==> src/rtl/pe_pkt_pkg.sv <==
`default_nettype none
// ============================================================================
// Module   : pe_pkt_pkg
// Brief    : Packet layout, packet types, FSM encodings and LOAD packer.
// Revision : 1.0  initial release
// ============================================================================
package pe_pkt_pkg;

    localparam int PKT_W   = 39;
    localparam int BYTE_W  = 8;
    localparam int N_TAPS  = 3;
    localparam int N_IFMAP = 5;
    localparam int DEST_W  = 8;

    localparam logic [1:0] PKT_LOAD = 2'b01;
    localparam logic [1:0] PKT_PSUM = 2'b10;

    localparam int TYPE_HI  = 38;
    localparam int TYPE_LO  = 37;
    localparam int DEST_HI  = 36;
    localparam int DEST_LO  = 29;
    localparam int IFMAP_HI = 28;
    localparam int ROW_HI   = 27;
    localparam int ROW_LO   = 26;
    localparam int COL_HI   = 25;
    localparam int COL_LO   = 24;
    localparam int FILT_HI  = 23;

    localparam logic [1:0] ST_IDLE    = 2'd0;
    localparam logic [1:0] ST_SEND    = 2'd1;
    localparam logic [1:0] ST_COLLECT = 2'd2;
    localparam logic [1:0] ST_DONE    = 2'd3;

    // ifmap0 lands in the MSB of its field; filter0 in the highest byte.
    function automatic logic [PKT_W-1:0] pack_load(
        input logic [DEST_W-1:0]        dest,
        input logic [N_IFMAP-1:0]       ifmap,
        input logic [N_TAPS*BYTE_W-1:0] filter
    );
        logic [PKT_W-1:0] p;
        p = '0;
        p[TYPE_HI:TYPE_LO] = PKT_LOAD;
        p[DEST_HI:DEST_LO] = dest;
        for (int k = 0; k < N_IFMAP; k++) begin
            p[IFMAP_HI-k] = ifmap[k];
        end
        for (int k = 0; k < N_TAPS; k++) begin
            p[FILT_HI-k*BYTE_W -: BYTE_W] = filter[k*BYTE_W +: BYTE_W];
        end
        return p;
    endfunction

endpackage
`default_nettype wire

==> src/rtl/pe_psum_collector.sv <==
`default_nettype none
// ============================================================================
// Module   : pe_psum_collector
// Brief    : Decodes returning PSUM packets, filters bad ones, stores by col.
// Revision : 1.0  initial release
// ============================================================================
module pe_psum_collector
    import pe_pkt_pkg::*;
#(
    parameter int WIDTH   = 39,
    parameter int WIDTH_F = 8,
    parameter int DEPTH_F = 3
) (
    input  logic                       clk,
    input  logic                       rst,
    input  logic                       clear,
    input  logic                       enable,
    input  logic                       in_valid,
    input  logic [WIDTH-1:0]           in_data,
    input  logic [1:0]                 exp_row,
    output logic                       last_accept,
    output logic                       err,
    output logic [DEPTH_F*WIDTH_F-1:0] psum
);

    localparam int               CNT_W    = $clog2(DEPTH_F + 1);
    localparam logic [CNT_W-1:0] LAST_CNT = CNT_W'(DEPTH_F - 1);

    logic [1:0]                 w_type;
    logic [1:0]                 w_row;
    logic [1:0]                 w_col;
    logic [1:0]                 w_idx;
    logic                       w_hs;
    logic                       w_col_ok;
    logic                       w_seen;
    logic                       w_good;
    logic                       w_unused;
    logic [DEPTH_F-1:0]         r_mask;
    logic [CNT_W-1:0]           r_count;
    logic [DEPTH_F*WIDTH_F-1:0] r_psum;
    logic                       r_err;

    always_comb begin
        w_type   = in_data[TYPE_HI:TYPE_LO];
        w_row    = in_data[ROW_HI:ROW_LO];
        w_col    = in_data[COL_HI:COL_LO];
        w_hs     = enable & in_valid;
        w_col_ok = (w_col != 2'd0) && (int'(w_col) <= DEPTH_F);
        w_idx    = w_col - 2'd1;
        // An out-of-range col reads as already seen so it is always dropped.
        w_seen   = 1'b1;
        for (int k = 0; k < DEPTH_F; k++) begin
            if (w_col_ok && (w_idx == 2'(k))) begin
                w_seen = r_mask[k];
            end
        end
        w_good   = (w_type == PKT_PSUM) && (w_row == exp_row) && w_col_ok && !w_seen;
    end

    assign w_unused = ^{in_data[DEST_HI:DEST_LO], in_data[IFMAP_HI], in_data[FILT_HI:WIDTH_F]};

    always_ff @(posedge clk) begin
        if (rst) begin
            r_mask  <= '0;
            r_count <= '0;
            r_psum  <= '0;
            r_err   <= 1'b0;
        end else begin
            r_err <= w_hs & ~w_good;
            if (clear) begin
                r_mask  <= '0;
                r_count <= '0;
            end else if (w_hs && w_good) begin
                r_count <= r_count + CNT_W'(1);
                for (int k = 0; k < DEPTH_F; k++) begin
                    if (w_idx == 2'(k)) begin
                        r_mask[k]                  <= 1'b1;
                        r_psum[k*WIDTH_F +: WIDTH_F] <= in_data[WIDTH_F-1:0];
                    end
                end
            end
        end
    end

    assign last_accept = w_hs & w_good & (r_count == LAST_CNT);
    assign err         = r_err;
    assign psum        = r_psum;

endmodule
`default_nettype wire

==> src/rtl/pe_pkt_master.sv <==
`default_nettype none
// ============================================================================
// Module   : pe_pkt_master
// Brief    : NoC initiator for one PE: sends a LOAD packet, gathers its psums.
// Revision : 1.0  initial release
// ============================================================================
module pe_pkt_master
    import pe_pkt_pkg::*;
#(
    parameter int WIDTH   = 39,
    parameter int WIDTH_F = 8,
    parameter int DEPTH_F = 3,
    parameter int DEPTH_I = 5,
    parameter int ADDR_W  = 8
) (
    input  logic                       clk,
    input  logic                       rst,
    input  logic                       cfg_valid,
    output logic                       cfg_ready,
    input  logic [ADDR_W-1:0]          cfg_dest,
    input  logic [1:0]                 cfg_row,
    input  logic [DEPTH_F*WIDTH_F-1:0] cfg_filter,
    input  logic [DEPTH_I-1:0]         cfg_ifmap,
    output logic                       pkt_out_valid,
    input  logic                       pkt_out_ready,
    output logic [WIDTH-1:0]           pkt_out_data,
    input  logic                       pkt_in_valid,
    output logic                       pkt_in_ready,
    input  logic [WIDTH-1:0]           pkt_in_data,
    output logic                       res_valid,
    input  logic                       res_ready,
    output logic [DEPTH_F*WIDTH_F-1:0] res_psum,
    output logic                       err
);

    logic [1:0]       r_state;
    logic [1:0]       r_row;
    logic [WIDTH-1:0] r_pkt;
    logic             w_last;
    logic             w_clear;

    always_ff @(posedge clk) begin
        if (rst) begin
            r_state <= ST_IDLE;
            r_row   <= '0;
            r_pkt   <= '0;
        end else begin
            case (r_state)
                ST_IDLE: begin
                    if (cfg_valid) begin
                        r_pkt   <= pack_load(cfg_dest, cfg_ifmap, cfg_filter);
                        r_row   <= cfg_row;
                        r_state <= ST_SEND;
                    end
                end
                ST_SEND:    if (pkt_out_ready) r_state <= ST_COLLECT;
                ST_COLLECT: if (w_last)        r_state <= ST_DONE;
                ST_DONE:    if (res_ready)     r_state <= ST_IDLE;
                default:                       r_state <= ST_IDLE;
            endcase
        end
    end

    assign cfg_ready     = (r_state == ST_IDLE);
    assign pkt_out_valid = (r_state == ST_SEND);
    assign pkt_out_data  = r_pkt;
    assign pkt_in_ready  = (r_state == ST_COLLECT);
    assign res_valid     = (r_state == ST_DONE);
    assign w_clear       = res_valid & res_ready;

    pe_psum_collector #(
        .WIDTH   (WIDTH),
        .WIDTH_F (WIDTH_F),
        .DEPTH_F (DEPTH_F)
    ) u_collector (
        .clk         (clk),
        .rst         (rst),
        .clear       (w_clear),
        .enable      (pkt_in_ready),
        .in_valid    (pkt_in_valid),
        .in_data     (pkt_in_data),
        .exp_row     (r_row),
        .last_accept (w_last),
        .err         (err),
        .psum        (res_psum)
    );

endmodule
`default_nettype wire
==> config.mk <==
export PLATFORM = sky130hd
export DESIGN_NAME = pe_pkt_master
export DESIGN_NICKNAME = d
export VERILOG_FILES = /design/src/rtl/pe_pkt_pkg.sv /design/src/rtl/pe_psum_collector.sv /design/src/rtl/pe_pkt_master.sv
export SDC_FILE = /design/constraint.sdc
export NUM_CORES = 1
export LEC_CHECK = 0
export CORE_AREA = 2 2 103 105
export CTS_BUF_LIST = sky130_fd_sc_hd__clkbuf_8 sky130_fd_sc_hd__clkbuf_16
export CTS_CLUSTER_SIZE = 40
export DETAILED_ROUTE_END_ITERATION = 16
export DIE_AREA = 0 0 105 107
export HOLD_SLACK_MARGIN = 0.1
export PLACE_DENSITY_LB_ADDON = 0.05
export SKIP_CTS_REPAIR_TIMING = 1
export SLEW_MARGIN = 10
export SYNTH_ARGS = -nofsm -noshare
export SYNTH_HDL_FRONTEND = slang
export SYNTH_HIERARCHICAL = 1
export SYNTH_SLANG_ARGS = --single-unit
==> constraint.sdc <==
create_clock -name clk -period 5.3 [get_ports clk]
set_clock_uncertainty 0.2 [all_clocks]
set_input_delay 1.325 -clock clk [delete_from_list [all_inputs] [get_ports clk]]
set_output_delay 1.325 -clock clk [all_outputs]
set_load 0.005 [all_outputs]
* Word level (Yosys, flattened, before mapping)
Index checks and enable logic that the tools add are counted.
** Storage, ports and cells
- Memories kept :: 0
- RAM bits :: 0
- Register bits :: 72
- Output and inout bits :: 68
- ROM bits :: 0
- Latch bits :: 0
** Operators by class
- Bitwise operators :: 7
- Equal/unequal tests :: 12
- Mux-type cells :: 8
- Divide/modulo/power cells :: 0
- $add $sub $neg :: 2
- $lt $le $gt $ge :: 0
- Reductions and logical operators :: 20
- Shift operators :: 0
- Multipliers :: 0
** Operators by type and width (number)
- 2-bit equality test, second input constant :: 5
- 3-bit AND reduction :: 3
- 2-bit two-way mux :: 4
- 2-bit case mux with 4 select lines :: 1
- 2-bit AND reduction :: 4
- 1-bit logical AND :: 7
- 1-bit AND :: 5
- 2-bit by 1-bit equality test with 1-bit output, second input constant :: 2
- 2-bit logical NOT :: 2
- 2-bit by 1-bit inequality test with 1-bit output, second input constant :: 2
- 2-bit inequality test, second input constant :: 2
- 4-bit AND reduction :: 1
- 1-bit two-way mux :: 3
- 2-bit by 1-bit adder with 2-bit output, second input constant :: 1
- 2-bit equality test :: 1
- 1-bit inverter :: 2
- 2-bit nonzero test :: 1
- 2-bit OR reduction :: 1
- 2-bit by 1-bit subtractor with 2-bit output, second input constant :: 1
- 1-bit logical NOT :: 1

* Longest topological paths before layout
- Word-level depth :: 12
- Mapped depth :: 9
- Gate-level depth less buffers :: 9

* Modules after synthesis
Netlist, hierarchy kept.
** Modules (own cells, without submodules)
- pe_pkt_master :: area each 1596.5 sq um, cells an instance 197, sequential area each 840.8 sq um, times used 1
- pe_psum_collector :: area each 1371.3 sq um, cells an instance 129, sequential area each 600.6 sq um, times used 1

* Worst setup path after synthesis
No wires, ideal clock.
- Path type :: input-to-reg
- From :: input port pkt_in_data[26]
- To :: register r_state[1]
- Data arrival time :: 2.795 ns
- Library setup time :: 0.072 ns
- Required time :: 5.028 ns
- Path slack :: 2.233 ns
- Cell stages on the path :: 7
- Cells stage by stage :: xor2_1 nor4bb_1 and3_1 and2_1 inv_1 a2111oi_4 mux2i_1
** On the way
- Word-level cells in the longest chain between the ends :: 8
** RTL lines
- start: declaration :: line pe_pkt_master.sv:29 : input logic [WIDTH-1:0] pkt_in_data,
- 2-bit equality test :: line pe_psum_collector.sv:57 : w_good = (w_type == PKT_PSUM) && (w_row == exp_row) && w_col_ok && !w_seen;
- 1-bit logical AND (3 in series) :: line pe_psum_collector.sv:57
- 1-bit AND (2 in series) :: line pe_psum_collector.sv:85 : assign last_accept = w_hs & w_good & (r_count == LAST_CNT);
- named net w_last :: line pe_pkt_master.sv:39 : logic w_last;
- 2-bit inequality test (no source line)
- 4-bit AND reduction (no source line)
- end signal: assignment :: line pe_pkt_master.sv:44 : r_state <= ST_IDLE;
- end signal: assignment :: line pe_pkt_master.sv:53 : r_state <= ST_SEND;
- end signal: assignment :: line pe_pkt_master.sv:56 : ST_SEND: if (pkt_out_ready) r_state <= ST_COLLECT;
- end: declaration :: line pe_pkt_master.sv:36 : logic [1:0] r_state;
The timed path passes the listed nets, and every way through them passes these cells.
A chain may end at the register's enable or synchronous reset.

* Worst setup path after layout
- From :: input port pkt_in_data[24]
- To :: register r_state[1]
** On the way
- Word-level cells in the longest chain between the ends :: 12
- Elaborated cells between the ends (all ways) :: 18
** RTL lines
- 2-bit by 1-bit subtractor with 2-bit output :: line pe_psum_collector.sv:49 : w_idx = w_col - 2'd1;
- 2-bit logical NOT :: line pe_psum_collector.sv:53 : if (w_col_ok && (w_idx == 2'(k))) begin
- 1-bit logical AND :: line pe_psum_collector.sv:53
- 1-bit two-way mux (3 in series) :: line pe_psum_collector.sv:53
- 1-bit logical NOT :: line pe_psum_collector.sv:57
- 1-bit logical AND (*) :: line pe_psum_collector.sv:57
- 1-bit AND (*) (2 in series) :: line pe_psum_collector.sv:85
- named net w_last :: line pe_pkt_master.sv:39
- 2-bit inequality test (no source line) (*)
- 4-bit AND reduction (no source line) (*)
Mark *: on every way through the listed nets, which the timed path passes. The rest lies on a longest branch.

==> qor.txt <==
Syn Inst Count: 326
CP Capture Type: register
Die width: 105 um
Synthesized area: 0.00297 mm2
Flops & latches, synth: 72
Syn avg cell area: 9.10 um2
Initial antenna violation count: 0
Core area: 0.0101 mm2
Number of buffers created by CTS: 9
DP Wirelength: 5.35 mm
Drt total wl: 7.60 mm
Critical path type: in2reg
Library cells used by synthesis: 38
Crit path launch type: input pin
Die area: 0.0112 mm2
Setup violators final: 0
FMAX: 290 MHz
Proportion of layout cells with a drive suffix above 1: 0.0624
Root buffer cell: clkbuf_8
Drt via density: 4.38
Chip Height: 107 um
MaxCap Viol Count: 0
Port buffer count: 125
Ports: 152
Pwr per Cell Area: 328 mW/mm2
Drt drc: 0
CTS tree: yes
Critical Path AT: 3530 ps
Synth warn: 6
Fin crit period: 3450 ps
Fin area: 0.00446 mm2
Worst-Margin Slew: 883 ps
Setup_tns: 0 ps
Clock latency on the worst-skew pair: 340 ps
Status: complete, no violations
Clock H-tree levels: 3
Cell taking the most area after synthesis: dfxtp_1
Worst hold path type: reg2reg
Ys async rst share: 0
Fin. max-slew vios: 0
Slew Limit Headroom: 0.411
Crit Path Max Fanout: 6
RSZ-0062 raised after global routing: no
Max Buffers Root-to-Sink: 2
Area growth, synth to finish: 50.4%
GP Congestion: 0.769
Vias in the first global route: 2633
Largest net degree at the start of global routing: 51
Lkg Pwr: 1.63 nW
Required @ worst endpoint: 5380 ps
Avg WL per Cell: 13.0 um
Global route total overflow: 0
DP Area: 0.00430 mm2
Final Power: 1.47 mW
TritonRoute pass-1 iters: 4
Row cnt: 37
VDD IR-drop max: 131 uV
Count of flip-flops with a built-in enable after synthesis: 0
Initial drt markers: 80
Antenna Nets Post-Route: 0
Most common cell in the netlist: nand2_1
Ant diodes: 0
Commonest cells post-synth: nand2_1, dfxtp_1, a21oi_1, nand2b_1, mux2i_1
Num Clock Sinks: 72
Ranking of synthesized cells by area: dfxtp_1, nand2_1, mux2i_1, nand2b_1, a21oi_1
Prevailing post-synth register cell: dfxtp_1
First-pass GRT wire length: 12.6 mm
Initial Util: 0.294
Ratio of final minimum period to clock period: 0.650
Post-synthesis net count: 415
Total track usage: 0.142
Final hold vios: 0
Fin nets: 534
Sequential element share of the synthesized area: 0.486
Routed via count: 2562
Clock transition at the registers of the reported paths: 80 ps
Share of the synthesized area in the top cell type: 0.486
[sequential cells by signal, indices dropped and copies added (netlist names)]
register and count:
pkt_out_data 38, r_row 2, r_state 2, u_collector/err 1
u_collector/psum 24, u_collector/r_count 2, u_collector/r_mask 3
[stage by stage]
stage	hold WS (ps)	std cells	util	setup slack, ps
6_report	255	585	0.442	1850
5_1_grt	276	585	0.442	1620
4_1_cts	257	585	0.442	1850
3_3_place_gp	242	570	0.426	1480
3_5_place_dp	247	570	0.426	1460
2_1_floorplan	234	326	-	2230
[where the power goes]
part	total, mW	switching [mW]	leakage, nW	internal [mW]
logic	0.452	0.214	0.958	0.238
clock network	0.374	0.209	0.0886	0.165
registers	0.639	0.0341	0.586	0.605
total	1.47	0.457	1.63	1.01
[path summary, 6_finish.rpt]
path               startpoint              endpoint  slack [ps]  cells past startpoint
max           pkt_in_data[24]            r_state[1]        1850                      8
min          pkt_out_data[15]      pkt_out_data[15]         250                      2
max reg2reg        r_state[0]  u_collector/psum[21]        2920                      6
min reg2reg  pkt_out_data[15]      pkt_out_data[15]         250                      2
[area by class of cell]
type	instances	area (um2)
sequential	72	1440
multi-input combinational	228	1400
clock buffer	9	124
timing repair buffer	128	1270
fill	1077	5630
inverter	6	22.5
tap	136	170
clock inverter	6	37.5
[routing by layer]
layer | share of wire | global-route usage | up-vias
li1 | - | - | 1304
met1 | 0.44 | 0.165 | 1170
met2 | 0.46 | 0.224 | 77
met3 | 0.087 | 0.0565 | 11
met4 | 0.022 | 0.0771 | 0
met5 | 0 | 0 | -
[critical path, stage by stage]
cell	delay (ps)
clkdlybuf4s50_1	540
nand2b_2	180
nor4bb_1	400
and3_1	290
and2_1	140
inv_1	60
a2111oi_4	380
mux2i_1	210
[cell families (layout without fill, tap and decap cells)]
logic type | count (synthesis) | count (layout) | share of synthesized area
AO/OA/AOI/OAI | 48 | 48 | 0.102
XOR/XNOR | 2 | 2 | 0.00590
adder cells (fa/ha/maj) | 5 | 5 | 0.0211
buffers and inverters | 26 | 149 | 0.0430
flip-flops | 72 | 72 | 0.486
multiplexers | 26 | 26 | 0.0877
other | 1 | 1 | 0.00126
AND/OR/NAND/NOR | 146 | 146 | 0.253
[cells in the final DEF, fill, tap and decap left out, types with 2 or more instances in the layout]
master           count
clkinv_4             2
dfxtp_1             72
a21oi_1             39
nor4_4               2
nor2b_1              2
buf_4                3
or4_1                2
inv_1                6
nor3_1               3
o21a_1               4
and2_1               2
ha_1                 5
mux2i_1             26
nand2b_1            35
nand2_1             84
clkinv_2             4
clkdlybuf4s50_1    124
nand4b_1             2
nor2_1               3
clkbuf_8             9
(Power assumes the default switching activity.)
